<file path="config.mk">
export PLATFORM = sky130hd
export DESIGN_NAME = traffic_phase_ctrl
export DESIGN_NICKNAME = d
export VERILOG_FILES = /design/src/rtl/traffic_phase_ctrl.sv
export SDC_FILE = /design/constraint.sdc
export NUM_CORES = 1
export LEC_CHECK = 0
export CAP_MARGIN = 20
export CORE_ASPECT_RATIO = 1.2
export CORE_MARGIN = 4
export CORE_UTILIZATION = 46
export CTS_CLUSTER_SIZE = 25
export DETAILED_ROUTE_END_ITERATION = 7
export PLACE_DENSITY = 0.78
export SLEW_MARGIN = 20
export SYNTH_ARGS = -nofsm -noshare
export SYNTH_HDL_FRONTEND = slang
export SYNTH_SLANG_ARGS = --single-unit
</file>
<file path="constraint.sdc">
create_clock -name clk -period 1.9 [get_ports clk]
set_input_delay 0.285 -clock clk [delete_from_list [all_inputs] [get_ports clk]]
set_output_delay 0.285 -clock clk [all_outputs]
set_load 0.02 [all_outputs]
</file>
<file path="src/rtl/traffic_phase_ctrl.sv">
// rtl/traffic_phase_ctrl.sv - two-road traffic light phase controller sequencing a shared beat timer
module traffic_phase_ctrl #(
  parameter logic [7:0] GREEN_BEATS  = 8'd12,
  parameter logic [7:0] YELLOW_BEATS = 8'd4,
  parameter logic [7:0] ALLRED_BEATS = 8'd2,
  parameter logic [7:0] WALK_BEATS   = 8'd8
) (
  input  logic       clk,
  input  logic       rst,
  input  logic       walk_req,
  input  logic       timer_done,
  output logic [7:0] timer_load,
  output logic       timer_start,
  output logic [2:0] ns_light,
  output logic [2:0] ew_light,
  output logic       walk,
  output logic [2:0] phase
);

  typedef enum logic [2:0] {
    NS_G   = 3'd0,
    NS_Y   = 3'd1,
    RED_A  = 3'd2,
    WALK_A = 3'd3,
    EW_G   = 3'd4,
    EW_Y   = 3'd5,
    RED_B  = 3'd6,
    WALK_B = 3'd7
  } state_t;

  // A zero duration would leave the timer done immediately; clamp to one beat.
  localparam logic [7:0] G_DUR = (GREEN_BEATS  == 8'd0) ? 8'd1 : GREEN_BEATS;
  localparam logic [7:0] Y_DUR = (YELLOW_BEATS == 8'd0) ? 8'd1 : YELLOW_BEATS;
  localparam logic [7:0] R_DUR = (ALLRED_BEATS == 8'd0) ? 8'd1 : ALLRED_BEATS;
  localparam logic [7:0] W_DUR = (WALK_BEATS   == 8'd0) ? 8'd1 : WALK_BEATS;

  localparam logic [2:0] LIGHT_RED = 3'b100;
  localparam logic [2:0] LIGHT_YEL = 3'b010;
  localparam logic [2:0] LIGHT_GRN = 3'b001;

  state_t     state;
  state_t     state_next;
  logic       walk_pending;
  logic       armed;
  logic       start_pending;
  logic       accept;
  logic       in_walk;
  logic [7:0] load_d;
  logic [2:0] ns_d;
  logic [2:0] ew_d;
  logic       walk_d;

  // Done is only trusted once the timer has seen our start, so a stale level cannot double-advance.
  assign accept  = armed & ~timer_start & timer_done;
  assign in_walk = (state == WALK_A) || (state == WALK_B) ||
                   (state_next == WALK_A) || (state_next == WALK_B);
  assign phase   = state;

  always_ff @(posedge clk or posedge rst) begin
    if (rst) begin
      state <= RED_B;
    end else begin
      state <= state_next;
    end
  end

  always_comb begin
    state_next = state;
    if (accept) begin
      case (state)
        NS_G:    state_next = NS_Y;
        NS_Y:    state_next = RED_A;
        RED_A:   state_next = walk_pending ? WALK_A : EW_G;
        WALK_A:  state_next = EW_G;
        EW_G:    state_next = EW_Y;
        EW_Y:    state_next = RED_B;
        RED_B:   state_next = walk_pending ? WALK_B : NS_G;
        WALK_B:  state_next = NS_G;
        default: state_next = state;
      endcase
    end
  end

  always_comb begin
    ns_d   = LIGHT_RED;
    ew_d   = LIGHT_RED;
    walk_d = 1'b0;
    load_d = R_DUR;
    case (state_next)
      NS_G:           ns_d   = LIGHT_GRN;
      NS_Y:           ns_d   = LIGHT_YEL;
      EW_G:           ew_d   = LIGHT_GRN;
      EW_Y:           ew_d   = LIGHT_YEL;
      WALK_A, WALK_B: walk_d = 1'b1;
      default:        ;
    endcase
    case (state)
      NS_G, EW_G:     load_d = G_DUR;
      NS_Y, EW_Y:     load_d = Y_DUR;
      WALK_A, WALK_B: load_d = W_DUR;
      default:        load_d = R_DUR;
    endcase
  end

  always_ff @(posedge clk or posedge rst) begin
    if (rst) begin
      ns_light      <= LIGHT_RED;
      ew_light      <= LIGHT_RED;
      walk          <= 1'b0;
      timer_start   <= 1'b0;
      timer_load    <= R_DUR;
      walk_pending  <= 1'b0;
      armed         <= 1'b0;
      start_pending <= 1'b1;
    end else begin
      ns_light     <= ns_d;
      ew_light     <= ew_d;
      walk         <= walk_d;
      walk_pending <= in_walk ? 1'b0 : (walk_pending | walk_req);
      if (start_pending) begin
        timer_start   <= 1'b1;
        timer_load    <= load_d;
        start_pending <= 1'b0;
        armed         <= 1'b0;
      end else begin
        timer_start <= 1'b0;
        if (accept) begin
          start_pending <= 1'b1;
          armed         <= 1'b0;
        end else if (timer_start) begin
          armed <= 1'b1;
        end
      end
    end
  end

endmodule

</file>
==> results.sh, run 1 <==
export IMPL_htree_levels=1
export IMPL_syn_area_sq_um=876
export IMPL_slew_viol_final=0
export IMPL_grt_pass1_vias=665
export IMPL_dr_first_iter_drc_count=16
export IMPL_fin_hold_ws_ns=0.354
export IMPL_postCtsResizedCells=0
export IMPL_ctsHoldBuffers=0
export IMPL_finalHoldViolations=0
export IMPL_layout_common_cells="17 x clkdlybuf4s50_1, 11 x dfrtp_1, 7 x ha_1"
export IMPL_grt_usage=0.156
export IMPL_worstMarginPinSlew_ns=0.620
export IMPL_cts_buffers=3
export IMPL_drv_cap=0
export IMPL_ys_flop_type="dfrtp_1"
export IMPL_worstSetupPathType="register to output pin"
export IMPL_status="finished clean"
export IMPL_post_drt_via_cell_ratio=5.44
export IMPL_async_flop_share=1.00
export IMPL_synth_edf_count=0
export IMPL_cts_tree="yes"
export IMPL_insertedDiodeCount=0
export IMPL_portBuffers=17
export IMPL_setup_viol=0
export IMPL_clock_skew_ns=0.00161
export IMPL_grt_max_degree=18
export IMPL_use_met2=0.246
export IMPL_place_detailed_hpwl_um=1270
export IMPL_finalCritPeriodShare=0.963
export IMPL_reg2reg_to="ew_light[2]"
export IMPL_min_path_type="primary input to asynchronous set/reset pin"
export IMPL_die_x_um=47.8
export IMPL_wire_per_inst_um=14.4
export IMPL_power_density_cell_area_nw_per_um2=538
export IMPL_ys_ff_latch=17
export IMPL_routabilityCongestion=0.884
export IMPL_seq_area_frac_synth=0.494
export IMPL_final_net_count=110
export IMPL_postSynthCellCount=78
export IMPL_synthesis_yosys_warnings=0
export IMPL_cp_arrival_ns=1.54
export IMPL_grt_use_met3=0.0324
export IMPL_timing_fmax_mhz=546
export IMPL_r2r_cells=5
export IMPL_crit_path_top_delay_cell="clkdlybuf4s50_1"
export IMPL_clk_path_buf_depth=2
export IMPL_syn_avg_cell_area_sq_um=11.2
export IMPL_die_area_sq_um=2670
export IMPL_drc_errors=0
export IMPL_vias=636
export IMPL_drive_gt1_frac=0.194
export IMPL_slowest_delay_ns=0.63
export IMPL_grt_setup_unrepaired="false"
export IMPL_rr_startpoint="phase[1]"
export IMPL_antenna_found_initial=0
export IMPL_path_buf_inv=1
export IMPL_drt_pass1_iterations=4
export IMPL_start_util=0.479
export IMPL_final_antenna_net_count=0
export IMPL_crit_fanout=8
export IMPL_num_rows=17
export IMPL_path_cells="clkdlybuf4s50_1"
export IMPL_cts_setup_buffers=0
export IMPL_core_sq_um=1830
export IMPL_fin_crit_ns=1.83
export IMPL_clock_latency_ns=0.30
export IMPL_finalSetupTns_ns=0
export IMPL_irDropWorstVdd_mv=0.349
export IMPL_cts_root_buffer="clkbuf_4"
export IMPL_grt_first_pass_wirelength_um=3030
export IMPL_clkSinkCount=17
export IMPL_clk_pin_slew_ns=0.10
export IMPL_die_h_um=55.8
export IMPL_final_common_cell="clkdlybuf4s50_1"
export IMPL_relSlewSlack=0.586
export IMPL_rrSetupSlack_ns=0.11
export IMPL_num_io_pins=23
export IMPL_crit_required_ns=1.62
export IMPL_grt_use_met1=0.201
export IMPL_power_leakage_nw=0.499
export IMPL_end_kind="output pin"
export IMPL_drt_total_wl_um=1690
export IMPL_critical_path_top_delay_family="buffers and inverters"
export IMPL_area_growth_pct=24.1
export IMPL_overflow=0
export IMPL_synth_cell_types=31
export IMPL_critPathLaunchType="register"
export IMPL_busiest_layer="met2"
-- flip-flops by register name, summed over array words and instances, names as in the netlist --
| register | flops |
|---|---|
| ew_light | 3 |
| ns_light | 3 |
| phase | 3 |
| timer_load | 3 |
| armed | 1 |
| start_pending | 1 |
| timer_start | 1 |
| walk | 1 |
| walk_pending | 1 |
-- how the worst max path moves through the flow --
stage	to	slack, ns	cells past startpoint	startpoint
floorplan	ew_light[2]	0.16	6	phase[1]
detailed placement	ew_light[2]	0.1	5	phase[1]
CTS	ew_light[2]	0.07	5	phase[1]
global placement	ew_light[2]	0.18	5	phase[1]
finish	phase[2]	0.07	1	phase[2]
global route	ew_light[2]	0.02	5	phase[1]
-- where the power goes --
part / switching (mW) / total (mW) / internal [mW]
combinational: 0.0174 / 0.0231 / 0.00570
clock: 0.117 / 0.199 / 0.0820
sequential: 0.000000000000000116 / 0.362 / 0.362
-- synth_stat cells (2+ instances only) --
cell | n | area share
nor3_1 | 2 | 0.011
a21oi_1 | 5 | 0.029
mux2_2 | 2 | 0.026
dfstp_2 | 6 | 0.18
inv_1 | 6 | 0.026
nand3_1 | 3 | 0.017
nand2_1 | 3 | 0.013
mux2i_1 | 2 | 0.023
a22oi_1 | 2 | 0.017
o21ai_0 | 2 | 0.011
buf_4 | 5 | 0.043
ha_1 | 7 | 0.10
dfrtp_1 | 11 | 0.31
nor2_1 | 5 | 0.021
-- cells by family (layout without fill, tap and decap cells) --
logic type,count (synthesis),after routing,share of synthesized area
compound gates,16,16,0.136
fa+ha+maj,7,7,0.100
buf+inv,12,28,0.0743
flops,17,17,0.494
mux,4,4,0.0486
other cells,1,5,0.00428
simple gates,21,21,0.143
-- layout make-up --
class | count | area (sq um)
Fill cell | 149 | 742
Inverter | 6 | 22.5
Timing Repair Buffer | 18 | 178
Clock buffer | 4 | 26.3
Sequential cell | 17 | 433
Multi-Input combinational cell | 53 | 404
Tap cell | 19 | 23.8
-- per-stage QoR --
stage	std cells	cell area (sq um)	total power [mW]	utilization	setup WS [ns]
after floorplan	82	891	0.391	-	0.163
after global placement	113	1050	0.392	0.574	0.182
after detailed placement	113	1050	0.392	0.574	0.0968
after CTS	117	1080	0.583	0.588	0.0692
after global routing	117	1090	0.610	0.594	0.0172
final	117	1090	0.585	0.594	0.0701
-- routing by layer --
layer	vias up	wire length, um	share of wire
met5	-	0	0
met4	0	40	0.024
met1	302	647	0.38
met3	5	90	0.053
met2	21	910	0.54
li1	308	-	-
Power figures use the tool's default switching activity.
==> inputs of run 2 (changes only) <==
--- a/config.mk
+++ b/config.mk
@@ -8,10 +8,11 @@
 export CAP_MARGIN = 20
 export CORE_ASPECT_RATIO = 1.2
 export CORE_MARGIN = 4
-export CORE_UTILIZATION = 46
+export CORE_UTILIZATION = 30
 export CTS_CLUSTER_SIZE = 25
 export DETAILED_ROUTE_END_ITERATION = 7
-export PLACE_DENSITY = 0.78
+export HOLD_SLACK_MARGIN = 0.06
+export PLACE_DENSITY = 0.56
 export SLEW_MARGIN = 20
 export SYNTH_ARGS = -nofsm -noshare
 export SYNTH_HDL_FRONTEND = slang
==> results.sh, run 2 (synthesized netlist as in run 1, its figures left out) <==
export IMPL_grt_pass1_vias=666
export IMPL_cp_arrival_ns=1.57
export IMPL_ctsHoldBuffers=0
export IMPL_vias=639
export IMPL_power_leakage_nw=0.506
export IMPL_post_drt_via_cell_ratio=4.80
export IMPL_clock_latency_ns=0.29
export IMPL_slowest_delay_ns=0.60
export IMPL_fillers=292
export IMPL_end_kind="output pin"
export IMPL_clk_pin_slew_ns=0.09
export IMPL_die_x_um=57.3
export IMPL_irDropWorstVdd_mv=0.210
export IMPL_finalCritPeriodShare=0.975
export IMPL_core_sq_um=2790
export IMPL_grt_max_degree=18
export IMPL_crit_path_top_delay_cell="clkdlybuf4s50_1"
export IMPL_reg2reg_to="phase[0]"
export IMPL_rr_startpoint="phase[1]"
export IMPL_multi_input_area_sq_um=393
export IMPL_fin_crit_ns=1.85
export IMPL_rrSetupSlack_ns=0.15
export IMPL_portBuffers=17
export IMPL_critPathLaunchType="register"
export IMPL_die_area_sq_um=3850
export IMPL_clkSinkCount=17
export IMPL_drt_total_wl_um=1760
export IMPL_layout_common_cells="17 x clkdlybuf4s50_1, 11 x dfrtp_1, 7 x ha_1"
export IMPL_num_io_pins=23
export IMPL_routabilityCongestion=0.940
export IMPL_grt_setup_unrepaired="false"
export IMPL_drc_errors=0
export IMPL_post_route_util=0.396
export IMPL_final_common_cell="clkdlybuf4s50_1"
export IMPL_grt_first_pass_wirelength_um=2940
export IMPL_path_cells="buf_4 -> clkdlybuf4s50_1"
export IMPL_finalHoldViolations=0
export IMPL_power_density_cell_area_nw_per_um2=523
export IMPL_start_util=0.314
export IMPL_critical_path_top_delay_family="buffers and inverters"
export IMPL_min_path_type="primary input to asynchronous set/reset pin"
export IMPL_status="finished clean"
export IMPL_worstMarginPinSlew_ns=0.623
export IMPL_path_buf_inv=2
export IMPL_htree_levels=1
export IMPL_crit_fanout=6
export IMPL_clk_path_buf_depth=2
export IMPL_cts_setup_buffers=0
export IMPL_num_rows=21
export IMPL_place_inst=129
export IMPL_overflow=0
export IMPL_drv_cap=0
export IMPL_slew_viol_final=0
export IMPL_area_growth_pct=25.9
export IMPL_fin_hold_ws_ns=0.366
export IMPL_cts_tree="yes"
export IMPL_insertedDiodeCount=0
export IMPL_total_power_mw=0.577
export IMPL_final_net_count=111
export IMPL_wire_per_inst_um=13.2
export IMPL_antenna_found_initial=0
export IMPL_clock_skew_ns=0.00406
export IMPL_crit_required_ns=1.62
export IMPL_grt_usage=0.103
export IMPL_final_antenna_net_count=0
export IMPL_worstSetupPathType="register to output pin"
export IMPL_r2r_cells=4
export IMPL_timing_fmax_mhz=540
export IMPL_drt_pass1_iterations=4
export IMPL_setup_viol=0
export IMPL_finalSetupTns_ns=0
export IMPL_cts_root_buffer="clkbuf_4"
export IMPL_seq_area_sq_um=433
export IMPL_dr_first_iter_drc_count=18
export IMPL_postCtsResizedCells=0
export IMPL_place_detailed_hpwl_um=1330
export IMPL_cts_buffers=3
export IMPL_relSlewSlack=0.584
export IMPL_die_h_um=67.2
export IMPL_drive_gt1_frac=0.182
export IMPL_final_cells=133
-- run 2: report_power, final --
group,internal [mW],switching [mW]
logic,0.00570,0.0173
registers,0.362,0.000000000000000116
clock network,0.0817,0.110
total,0.450,0.127
-- run 2: routing by layer --
metal,up-vias,track usage,share of wire
li1,306,-,-
met1,304,0.107,0.38
met2,24,0.183,0.54
met3,5,0.0134,0.049
met4,0,0.0870,0.035
met5,-,0,0
-- run 2: cell type report --
cell class | count | share of cell area
flip-flops and latches | 17 | 0.393
multi-input cells | 53 | 0.356
repair buffers | 19 | 0.168
well taps | 34 | 0.0386
clock buffers | 4 | 0.0238
inverters | 6 | 0.0204
-- run 2: worst max-delay path by stage --
| stage | cells after the start | startpoint | endpoint | slack, ns |
|---|---|---|---|---|
| floorplan | 6 | phase[1] | ew_light[2] | 0.16 |
| global placement | 4 | phase[1] | phase[0] | 0.22 |
| detailed placement | 4 | phase[1] | phase[0] | 0.19 |
| CTS | 2 | phase[1] | phase[1] | 0.03 |
| global route | 2 | phase[1] | phase[1] | 0.003 |
| finish | 2 | phase[1] | phase[1] | 0.05 |
-- run 2: metrics by stage --
step	setup slack, ns	cell area [sq um]
6_report	0.0472	1100
5_1_grt	0.00298	1100
4_1_cts	0.0319	1100
3_5_place_dp	0.189	1080
3_3_place_gp	0.224	1080
2_1_floorplan	0.163	891
